`config.mk`:
```
export PLATFORM = sky130hd
export DESIGN_NAME = fir_result_streamer
export DESIGN_NICKNAME = d
export VERILOG_FILES = /design/src/rtl/fir_result_streamer.sv
export SDC_FILE = /design/constraint.sdc
export NUM_CORES = 1
export LEC_CHECK = 0
export ABC_CLOCK_PERIOD_IN_PS = 11000
export CORE_UTILIZATION = 61
export CTS_BUF_LIST = sky130_fd_sc_hd__clkbuf_8
export DETAILED_ROUTE_END_ITERATION = 16
export MAX_ROUTING_LAYER = met4
export PLACE_DENSITY_LB_ADDON = 0.25
export SYNTH_ARGS = -nofsm -noshare
export SYNTH_HDL_FRONTEND = slang
export SYNTH_SLANG_ARGS = --single-unit
```
`constraint.sdc`:
```
create_clock -name clk -period 11 [get_ports clk]
set_input_delay 2.2 -clock clk [delete_from_list [all_inputs] [get_ports clk]]
set_output_delay 2.2 -clock clk [all_outputs]
set_load 0.005 [all_outputs]
```
`src/rtl/fir_result_streamer.sv`:
```
`default_nettype none
// ============================================================================
// Module      : fir_result_streamer
// Description : Starts the FIR core, waits for done, then streams the output
//               sample region from the sample RAM over valid/ready.
//               Optional result_checksum port: define FIR_RESULT_CHECKSUM_EN.
// Revision    : 1.0 - initial release
// ============================================================================
module fir_result_streamer #(
    parameter int ADDR_W     = 10,
    parameter int DATA_W     = 8,
    parameter int START_HOLD = 10,
    parameter int TIMEOUT    = 65535
) (
    input  logic              clk,
    input  logic              rst,
    input  logic              cmd_valid,
    output logic              cmd_ready,
    input  logic [ADDR_W-1:0] cmd_out_addr,
    input  logic [ADDR_W-1:0] cmd_count,
    input  logic              cmd_pipelined,
    output logic              fir_start,
    output logic              fir_sel_pipelined,
    input  logic              fir_done,
    output logic              mem_en,
    output logic [ADDR_W-1:0] mem_addr,
    input  logic [DATA_W-1:0] mem_rdata,
    output logic              m_valid,
    input  logic              m_ready,
    output logic [DATA_W-1:0] m_data,
    output logic              m_last,
    output logic              job_done,
    output logic              job_timeout,
    output logic [31:0]       perf_cycles
`ifdef FIR_RESULT_CHECKSUM_EN
    ,
    output logic [15:0]       result_checksum
`endif
);

    localparam logic [2:0] c_IDLE   = 3'd0;
    localparam logic [2:0] c_START  = 3'd1;
    localparam logic [2:0] c_WAIT   = 3'd2;
    localparam logic [2:0] c_READ   = 3'd3;
    localparam logic [2:0] c_REPORT = 3'd4;

    logic [2:0]        r_state;
    logic [2:0]        w_next;
    logic              r_cmd_ready;
    logic [ADDR_W-1:0] r_out_addr;
    logic [ADDR_W-1:0] r_count;
    logic [ADDR_W-1:0] r_issued;
    logic              r_pipe;
    logic              r_armed;
    logic              r_tmo;
    logic [31:0]       r_cnt;
    logic [31:0]       r_perf;
    logic              r_rd_pend;
    logic              r_rd_last;

    logic [DATA_W-1:0] r_fifo_data [0:1];
    logic [1:0]        r_fifo_last;
    logic              r_wptr;
    logic              r_rptr;
    logic [1:0]        r_occ;

    logic              w_accept;
    logic              w_pop;
    logic              w_head_last;
    logic [2:0]        w_slots;
    logic              w_room;
    logic              w_issue;
    logic              w_done_seen;
    logic              w_hold_end;
    logic              w_tmo_hit;

    assign w_accept    = cmd_valid && r_cmd_ready;
    assign w_pop       = (r_occ != 2'd0) && m_ready;
    assign w_head_last = r_fifo_last[r_rptr];
    // A beat leaving this cycle frees its slot, which keeps one read per cycle
    assign w_slots     = {1'b0, r_occ} + {2'b00, r_rd_pend} - {2'b00, w_pop};
    assign w_room      = w_slots < 3'd2;
    assign w_issue     = (r_state == c_READ) && (r_issued != r_count) && w_room;
    assign w_done_seen = r_armed && fir_done;
    assign w_hold_end  = r_cnt == 32'(START_HOLD - 1);
    assign w_tmo_hit   = r_cnt >= 32'(TIMEOUT - 1);

    always_comb begin
        w_next = r_state;
        case (r_state)
            c_IDLE:   if (w_accept) w_next = c_START;
            c_START:  if (w_hold_end) w_next = c_WAIT;
            c_WAIT: begin
                if (w_done_seen)    w_next = c_READ;
                else if (w_tmo_hit) w_next = c_REPORT;
            end
            c_READ: begin
                if (r_count == '0)                  w_next = c_REPORT;
                else if (w_pop && w_head_last)      w_next = c_REPORT;
            end
            c_REPORT: w_next = c_IDLE;
            default:  w_next = c_IDLE;
        endcase
    end

    always_ff @(posedge clk or posedge rst) begin
        if (rst) begin
            r_state     <= c_IDLE;
            r_cmd_ready <= 1'b0;
            r_out_addr  <= '0;
            r_count     <= '0;
            r_issued    <= '0;
            r_pipe      <= 1'b0;
            r_armed     <= 1'b0;
            r_tmo       <= 1'b0;
            r_cnt       <= '0;
            r_perf      <= '0;
            r_rd_pend   <= 1'b0;
            r_rd_last   <= 1'b0;
        end else begin
            r_state     <= w_next;
            r_cmd_ready <= (w_next == c_IDLE);
            r_rd_pend   <= w_issue;
            if (w_issue) begin
                r_issued  <= r_issued + ADDR_W'(1);
                r_rd_last <= (r_issued == r_count - ADDR_W'(1));
            end
            if (w_accept) begin
                r_out_addr <= cmd_out_addr;
                r_count    <= cmd_count;
                r_pipe     <= cmd_pipelined;
                r_issued   <= '0;
                r_armed    <= 1'b0;
                r_tmo      <= 1'b0;
                r_cnt      <= '0;
            end
            // A done seen before any low sample is left over from the last job
            if ((r_state == c_START || r_state == c_WAIT) && !fir_done)
                r_armed <= 1'b1;
            if (r_state == c_START)
                r_cnt <= r_cnt + 32'd1;
            if (r_state == c_WAIT && !w_done_seen) begin
                r_cnt <= r_cnt + 32'd1;
                if (w_tmo_hit) r_tmo <= 1'b1;
            end
            if (r_state == c_REPORT)
                r_perf <= r_cnt;
        end
    end

    always_ff @(posedge clk or posedge rst) begin
        if (rst) begin
            r_fifo_data[0] <= '0;
            r_fifo_data[1] <= '0;
            r_fifo_last    <= '0;
            r_wptr         <= 1'b0;
            r_rptr         <= 1'b0;
            r_occ          <= '0;
        end else begin
            if (r_rd_pend) begin
                r_fifo_data[r_wptr] <= mem_rdata;
                r_fifo_last[r_wptr] <= r_rd_last;
                r_wptr              <= ~r_wptr;
            end
            if (w_pop)
                r_rptr <= ~r_rptr;
            r_occ <= r_occ + {1'b0, r_rd_pend} - {1'b0, w_pop};
        end
    end

`ifdef FIR_RESULT_CHECKSUM_EN
    logic [15:0] r_csum;

    always_ff @(posedge clk or posedge rst) begin
        if (rst)
            r_csum <= '0;
        else if (w_accept)
            r_csum <= '0;
        else if (w_pop)
            r_csum <= r_csum + 16'($signed(m_data));
    end

    assign result_checksum = r_csum;
`endif

    assign cmd_ready         = r_cmd_ready;
    assign fir_start         = (r_state == c_START);
    assign fir_sel_pipelined = r_pipe;
    assign mem_en            = w_issue;
    assign mem_addr          = w_issue ? (r_out_addr + r_issued) : '0;
    assign m_valid           = (r_occ != 2'd0);
    assign m_data            = r_fifo_data[r_rptr];
    assign m_last            = m_valid && w_head_last;
    assign job_done          = (r_state == c_REPORT);
    assign job_timeout       = (r_state == c_REPORT) && r_tmo;
    assign perf_cycles       = r_perf;

endmodule
`default_nettype wire

```
==> results by group, run 1 <==
Die
  – Row cnt: 37
  – Width of the die: 107 um
  – I/O pin count: 92
  – Effective utilization at floorplan: 63.7%
  – Die height: 107 um
  – Area enclosed by the die boundary: 11400 um2
  – Placeable Area: 10500 um2

Synthesis
  – Count of synthesis-stage warnings from yosys: 0
  – Cells after Synth: 637
  – Count of flip-flops with a built-in enable after synthesis: 0
  – Post-synthesis net count: 689
  – Mean cell area of the mapped netlist: 10.5 um2
  – Distinct cells, synth: 67
  – Cell Area, Synth: 6670 um2
  – #FFs+latches synth: 125
  – Sequential area share after synthesis: 46.9%
  – Synth top area cells: dfrtp_1 (47%), mux2_2 (10%), nand2_1 (6.1%), mux2i_1 (3.5%), ha_1 (3.0%)
  – Area leader, netlist: dfrtp_1
  – Fraction of synthesized cell area taken by the top area cell type: 46.9%
  – Async set or reset register ratio after synthesis: 100%
  – Predominant post-synthesis flop cell: dfrtp_1

Outcome
  – Outcome: finished clean

Critical path
  – CP Max Fanout: 15
  – CP Capture Type: output pin
  – Data required time of the worst path: 8.80 ns
  – CP arrival: 5.34 ns
  – Category of the worst setup path launch point: input pin
  – Type of the setup path with the least slack: in -> out

Place
  – Setup WS pre-CTS: 3.51 ns
  – HPWL Detailed: 10400 um
  – Total of buffers placed on input and output ports: 91
  – Weighted congestion reported at the end of routability-driven placement: 0.932

Hold path
  – Class of the tightest hold or removal check: reg -> reg

Clocking
  – Clock slew seen by the registers of the worst setup and hold paths: 0.06 ns
  – Number of buffers added by the clock tree synthesis step: 17
  – Clock tree from TritonCTS: built
  – Number of gates resized after CTS: 0
  – H-tree depth reported by CTS: 4
  – Insertion delay to the later sink of the worst-skew pair: 0.43 ns
  – Total setup buffers inserted after CTS: 0
  – Number of hold-repair buffers added at the cts stage: 0
  – Clock Path Buffers: 2
  – Master cell of the clock root buffer: clkbuf_8
  – Number of clock sinks seen by CTS: 125

Detailed routing
  – Via count of the routed design: 5303
  – Met3 Routed Length: 821 um
  – Remaining DRCs: 0
  – Detailed router's first-iteration violation count: 501
  – Wirelength, routed: 15000 um
  – Count of TritonRoute iterations in the first routing pass: 5
  – Total routed wire length on the met1 layer: 6820 um
  – Number of routed nets with antenna violations: 0
  – Met2 routed wirelength: 7100 um
  – Ratio of routed vias to standard cells: 6.05
  – Top Layer Used: met4
  – Final routed wire length divided by cell count: 17.2 um

GRT
  – Global-route wire length before repair: 25300 um
  – Maximum number of pins on one net before global-route repair: 75
  – GR Overflow Total: 0
  – Combined global-route utilization of all metal layers: 29.4%
  – Vias in the first global route: 5222
  – Antenna violations before repair: 0

Job
  – Number of max-capacitance violations reported: 0

Power and ir drop
  – Sw Ratio: 35.5%
  – Sequential power share: 40.9%
  – Combinational cell fraction of total power: 35.5%
  – Pwr per Cell Area: 202 nW/um2
  – Static Leak: 3.80 nW
  – Internal power contribution: 1.05 mW
  – Sw power: 0.576 mW
  – Maximum VDD drop: 0.130 mV
  – Share of power burned in the clock network: 23.6%

Cells and area
  – Area overhead of the layout relative to synthesis: 20.7%
  – Layout Nets: 781
  – Number of antenna repair diodes: 0
  – Layout cell share with drive strength beyond 1: 15.7%
  – Fillers: 730
  – Area of the multi-input gates: 3340 um2
  – Flip-flop and latch area: 3130 um2

Timing
  – Transition time at the pin with the least slew margin: 0.923 ns
  – Setup repair after global routing missed its margin: false
  – Final total negative setup slack: 0 ns
  – Number of pins exceeding their max-slew limit in the final report: 0
  – Worst Setup Slack, final: 3.46 ns
  – Achievable frequency: 133 MHz
  – Normalized max-slew margin: 38.5%
  – Clk_skew: 0.00895 ns
  – Final setup violation count: 0
  – Final worst path period share: 68.5%
  – Final hold violations: 0
  – Minimum clock period after layout: 7.54 ns
==> synth_stat cells (all sizes together), types with 13 or more instances <==
cell,n
a21oi,15
buf,13
dfrtp,125
ha,16
inv,23
mux2,59
mux2i,23
nand2,109
nand3,21
nand4,20
nor2,24
nor4,13
o21ai,33
xnor2,13
xor2,13
==> worst max-delay path: stages <==
cell,delay (ns)
clkdlybuf4s50_1,0.40
o21ai_0,0.20
inv_1,0.10
ha_1,0.28
inv_1,0.05
ha_1,0.13
inv_1,0.05
fa_1,0.38
xnor2_1,0.21
nand3_1,0.13
a31o_2,0.33
inv_1,0.22
and2_1,0.17
clkdlybuf4s50_1,0.50
==> through the flow <==
step	cell area, um2	util (%)	total power [mW]	std cells	hold WS, ns
floorplan	6670	-	1.04	637	0.442
global placement	7670	73.3	1.21	846	0.466
detailed placement	7670	73.3	1.24	846	0.477
CTS	8050	76.9	1.63	876	0.492
global route	8050	76.9	1.72	876	0.516
finish	8050	76.9	1.62	876	0.490
==> power groups by stage <==
stage | registers (mW) | logic [mW] | clock network, mW
global placement | 0.662 | 0.546 | 0
detailed placement | 0.670 | 0.570 | 0
global route | 0.677 | 0.637 | 0.410
CTS | 0.662 | 0.577 | 0.389
floorplan | 0.629 | 0.412 | 0
finish | 0.664 | 0.576 | 0.384
==> final cells by class <==
| type | instances | share of cell area, % |
|---|---|---|
| repair buffers | 96 | 11.8 |
| clock buffers | 20 | 3.42 |
| multi-input cells | 466 | 41.5 |
| flip-flops and latches | 125 | 38.9 |
| clock inverters | 10 | 1.24 |
| well taps | 136 | 2.11 |
| inverters | 23 | 1.10 |
==> state kept, by name (all words and copies together), names as in the netlist, 2 cells and up <==
register     count
perf_cycles     32
r_cnt           32
r_count         10
r_fifo_data     16
r_fifo_last      2
r_issued        10
r_occ            2
r_out_addr      10
r_state          3
==> worst paths after layout <==
kind,end,depth (start not counted),start,slack (ns)
min in group asynchronous,r_fifo_data[6],2,rst,2.21
worst max register to register,r_rd_last,13,r_occ[1],7.87
worst min register to register,r_out_addr[5],2,r_out_addr[5],0.49
worst min-delay path,r_out_addr[5],2,r_out_addr[5],0.49
max in group asynchronous,r_cnt[25],3,rst,7.43
worst max-delay path,mem_addr[1],14,m_ready,3.46
==> routing by layer <==
metal | GRT usage, % | vias to the layer above
met1 | 40.8 | 2628
li1 | - | 2454
met4 | 10.3 | 0
met3 | 4.60 | 34
met2 | 44.3 | 187
met5 | - | -
==> kinds of logic after synthesis <==
kind of cell / share of synthesized area [%]
simple gates: 20.3
buf+inv: 3.15
compound gates: 8.86
flops: 46.9
xor+xnor: 3.75
fa+ha+maj: 3.60
mux: 13.4
==> cell usage in the layout (no fill, tap or decap), drive strengths merged, types with 5 or more instances in the layout <==
master and n:
ha 16, nand4 20, buf 5, xor2 13, dfrtp 125, clkdlybuf4s50 91
clkbuf 20, nor2 24, nor3 11, nand2 109, a31o 6, mux2 59
or3 6, clkinv 5, nor4 13, o21ai 33, and2 12, and3 11
mux2i 23, xnor2 13, a21oi 15, nor2b 5, nand3 21, inv 26
Note: power is estimated with default switching activity, not from simulation.
==> run 2, diff against run 1 <==
ABC_CLOCK_PERIOD_IN_PS = 6600   (was 11000)
CORE_UTILIZATION = 52   (was 61)
clock period = 6.6 ns   (was 11 ns; I/O delays follow)
==> run 2 against run 1 <==
Non-clock buffer count unchanged. Clock-buffer cell count grew 1. Clock skew is 0.0012 ns higher. Clock power grew 61%. Register-to-register slack got worse by 4.6 ns. Routed wire length shrank 1.0%. Setup slack worse by 2.8 ns. Total power up 65%. Global-route usage down 3.7 points. Critical path depth stayed put. Hold slack better by 0.0046 ns. Critical path type unchanged. Largest cell class unchanged.
==> results by group, run 2 (same netlist as run 1, synthesis figures left out) <==
Outcome
  – Outcome: finished clean

Timing
  – Normalized max-slew margin: 32.1% (-6.4 points)
  – Worst Setup Slack, final: 0.651 ns (-2.81 ns)
  – Final total negative setup slack: 0 ns (unchanged)
  – Final worst path period share: 90.1%
  – Worst hold slack after final layout: 0.495 ns (+0.00464 ns)
  – Final setup violation count: 0 (unchanged)
  – Clk_skew: 0.0102 ns (+0.00122 ns)
  – Transition time at the pin with the least slew margin: 1.02 ns (+0.0960 ns)
  – Setup repair after global routing missed its margin: false
  – Number of pins exceeding their max-slew limit in the final report: 0 (unchanged)
  – Minimum clock period after layout: 5.95 ns
  – Achievable frequency: 168 MHz
  – Final hold violations: 0 (unchanged)

Die
  – Area enclosed by the die boundary: 13300 um2 (+17%)
  – Die height: 115 um (+8.2%)
  – I/O pin count: 92 (unchanged)
  – Row cnt: 40 (+8.1%)
  – Placeable Area: 12300 um2 (+17%)
  – Effective utilization at floorplan: 54.4% (-9.4 points)
  – Width of the die: 115 um (+8.2%)

Detailed routing
  – Final routed wire length divided by cell count: 16.4 um (-4.6%)
  – Number of routed nets with antenna violations: 0 (unchanged)
  – Ratio of routed vias to standard cells: 5.64 (-6.9%)
  – Detailed router's first-iteration violation count: 385 (-23%)
  – Via count of the routed design: 5125 (-3.4%)
  – Wirelength, routed: 14900 um (-1.0%)
  – Remaining DRCs: 0 (unchanged)
  – Count of TritonRoute iterations in the first routing pass: 4 (-1)

GRT
  – Maximum number of pins on one net before global-route repair: 85 (+13%)
  – Grt met2 use: 39.5% (-4.8 points)
  – Combined global-route utilization of all metal layers: 25.7% (-3.7 points)
  – Antenna violations before repair: 0 (unchanged)
  – Met1 capacity usage during global routing: 33.9% (-6.9 points)
  – Global-route layer with the greatest usage: met2
  – Vias in the first global route: 5095 (-2.4%)
  – Global-route wire length before repair: 25300 um (about the same)
  – GR Overflow Total: 0 (unchanged)
  – Global-route met3 utilization: 5.01% (+0.41 points)

Clocking
  – Total setup buffers inserted after CTS: 0 (unchanged)
  – Number of buffers added by the clock tree synthesis step: 17 (unchanged)
  – Master cell of the clock root buffer: clkbuf_8
  – Number of clock sinks seen by CTS: 125 (unchanged)
  – Clock slew seen by the registers of the worst setup and hold paths: 0.06 ns (about the same)
  – Insertion delay to the later sink of the worst-skew pair: 0.45 ns (+0.02 ns)
  – Clock Path Buffers: 2 (unchanged)
  – Clock tree from TritonCTS: built
  – Number of gates resized after CTS: 0 (unchanged)
  – Number of hold-repair buffers added at the cts stage: 0 (unchanged)
  – H-tree depth reported by CTS: 4 (unchanged)

Critical path
  – CP Max Fanout: 15 (unchanged)
  – Category of the worst setup path launch point: input pin
  – CP Capture Type: output pin
  – CP arrival: 4.63 ns (-0.71 ns)
  – Data required time of the worst path: 5.28 ns (-3.52 ns)
  – Type of the setup path with the least slack: in -> out

Power and ir drop
  – Static Leak: 3.79 nW (-0.25%)
  – Share of power burned in the clock network: 23.1% (-0.5 points)
  – Sw power: 0.960 mW (+67%)
  – Pwr per Cell Area: 332 nW/um2 (+64%)
  – Sw Ratio: 35.8% (+0.37 points)
  – Design Power: 2.68 mW (+65%)
  – Internal power contribution: 1.72 mW (+64%)
  – Sequential power share: 41.4% (+0.5 points)
  – Maximum VDD drop: 0.221 mV (+70%)
  – Combinational cell fraction of total power: 35.5% (about the same)

Place
  – HPWL Detailed: 10500 um (+0.65%)
  – Weighted congestion reported at the end of routability-driven placement: 0.850 (-8.8%)
  – Placed instance count: 878 (+3.8%)
  – Setup WS pre-CTS: 0.705 ns (-2.80 ns)
  – Total of buffers placed on input and output ports: 91 (unchanged)

Cells and area
  – Layout cell share with drive strength beyond 1: 15.7% (-0.021 points)
  – Leading cell types in the layout, fill and taps excluded: dfrtp_1 (125), nand2_1 (109), clkdlybuf4s50_1 (91)
  – Most common library cell in the layout ignoring fill and taps: dfrtp_1
  – Fillers: 980 (+34%)
  – Number of antenna repair diodes: 0 (unchanged)
  – Area overhead of the layout relative to synthesis: 21.1%
  – Layout Nets: 781 (unchanged)
  – Number of cells in the finished layout apart from fillers: 909 (+3.8%)

Hold path
  – Class of the tightest hold or removal check: reg -> reg

Job
  – Number of max-capacitance violations reported: 0 (unchanged)
[run 2: cell count changes in the layout (fill, tap and decap cells not counted)]
cell        previous run  this run
bufinv_16              2         1
clkbuf_8              20        21
clkinv_2               4         3
clkinv_4               1         0
clkinvlp_4             0         2
inv_1                 25        26
[run 2: worst max-delay path, stage by stage]
cell and delay [ns]:
clkdlybuf4s50_1 0.40, o21ai_0 0.21, inv_1 0.13, ha_1 0.31, inv_1 0.07, ha_1 0.14, inv_1 0.05, fa_1 0.39
xnor2_1 0.21, nand3_1 0.13, a31o_2 0.34, inv_1 0.26, and2_1 0.18, clkdlybuf4s50_1 0.49
[run 2: metal layers]
layer	part of all wire (%)	up-vias
li1	-	2452
met1	46	2528
met2	48	125
met3	5.0	20
met4	1.5	0
met5	0	-
[run 2: final timing paths]
| path | startpoint | endpoint | slack [ns] | cells after the start |
|---|---|---|---|---|
| setup / recovery | m_ready | mem_addr[1] | 0.65 | 14 |
| hold / removal | r_out_addr[0] | r_out_addr[0] | 0.50 | 2 |
| setup reg to reg | r_occ[1] | r_rd_last | 3.28 | 13 |
| hold reg to reg | r_out_addr[0] | r_out_addr[0] | 0.50 | 2 |
| max in group asynchronous | rst | r_out_addr[4] | 4.01 | 3 |
| min in group asynchronous | rst | r_cnt[9] | 1.46 | 2 |
[run 2: cell type report]
cell class	count	area (um2)	share of cell area [%]
multi-input combinational	466	3340	41.3
sequential	125	3130	38.7
timing repair buffer	96	948	11.7
clock buffer	21	289	3.58
tap	168	210	2.60
inverter	23	88.8	1.10
clock inverter	10	75.1	0.930
[run 2: power by group through the flow]
stage	combinational (mW)	sequential [mW]	clock [mW]
after floorplan	0.686	1.05	0
after global placement	0.912	1.11	0
after detailed placement	0.951	1.12	0
after CTS	0.958	1.11	0.631
after global routing	1.06	1.14	0.666
final	0.951	1.11	0.619
[run 2: per-stage QoR]
step,cell area [um2],utilization [%]
2_1_floorplan,6670,-
3_3_place_gp,7710,62.9
3_5_place_dp,7710,62.9
4_1_cts,8080,65.9
5_1_grt,8080,65.9
6_report,8080,65.9
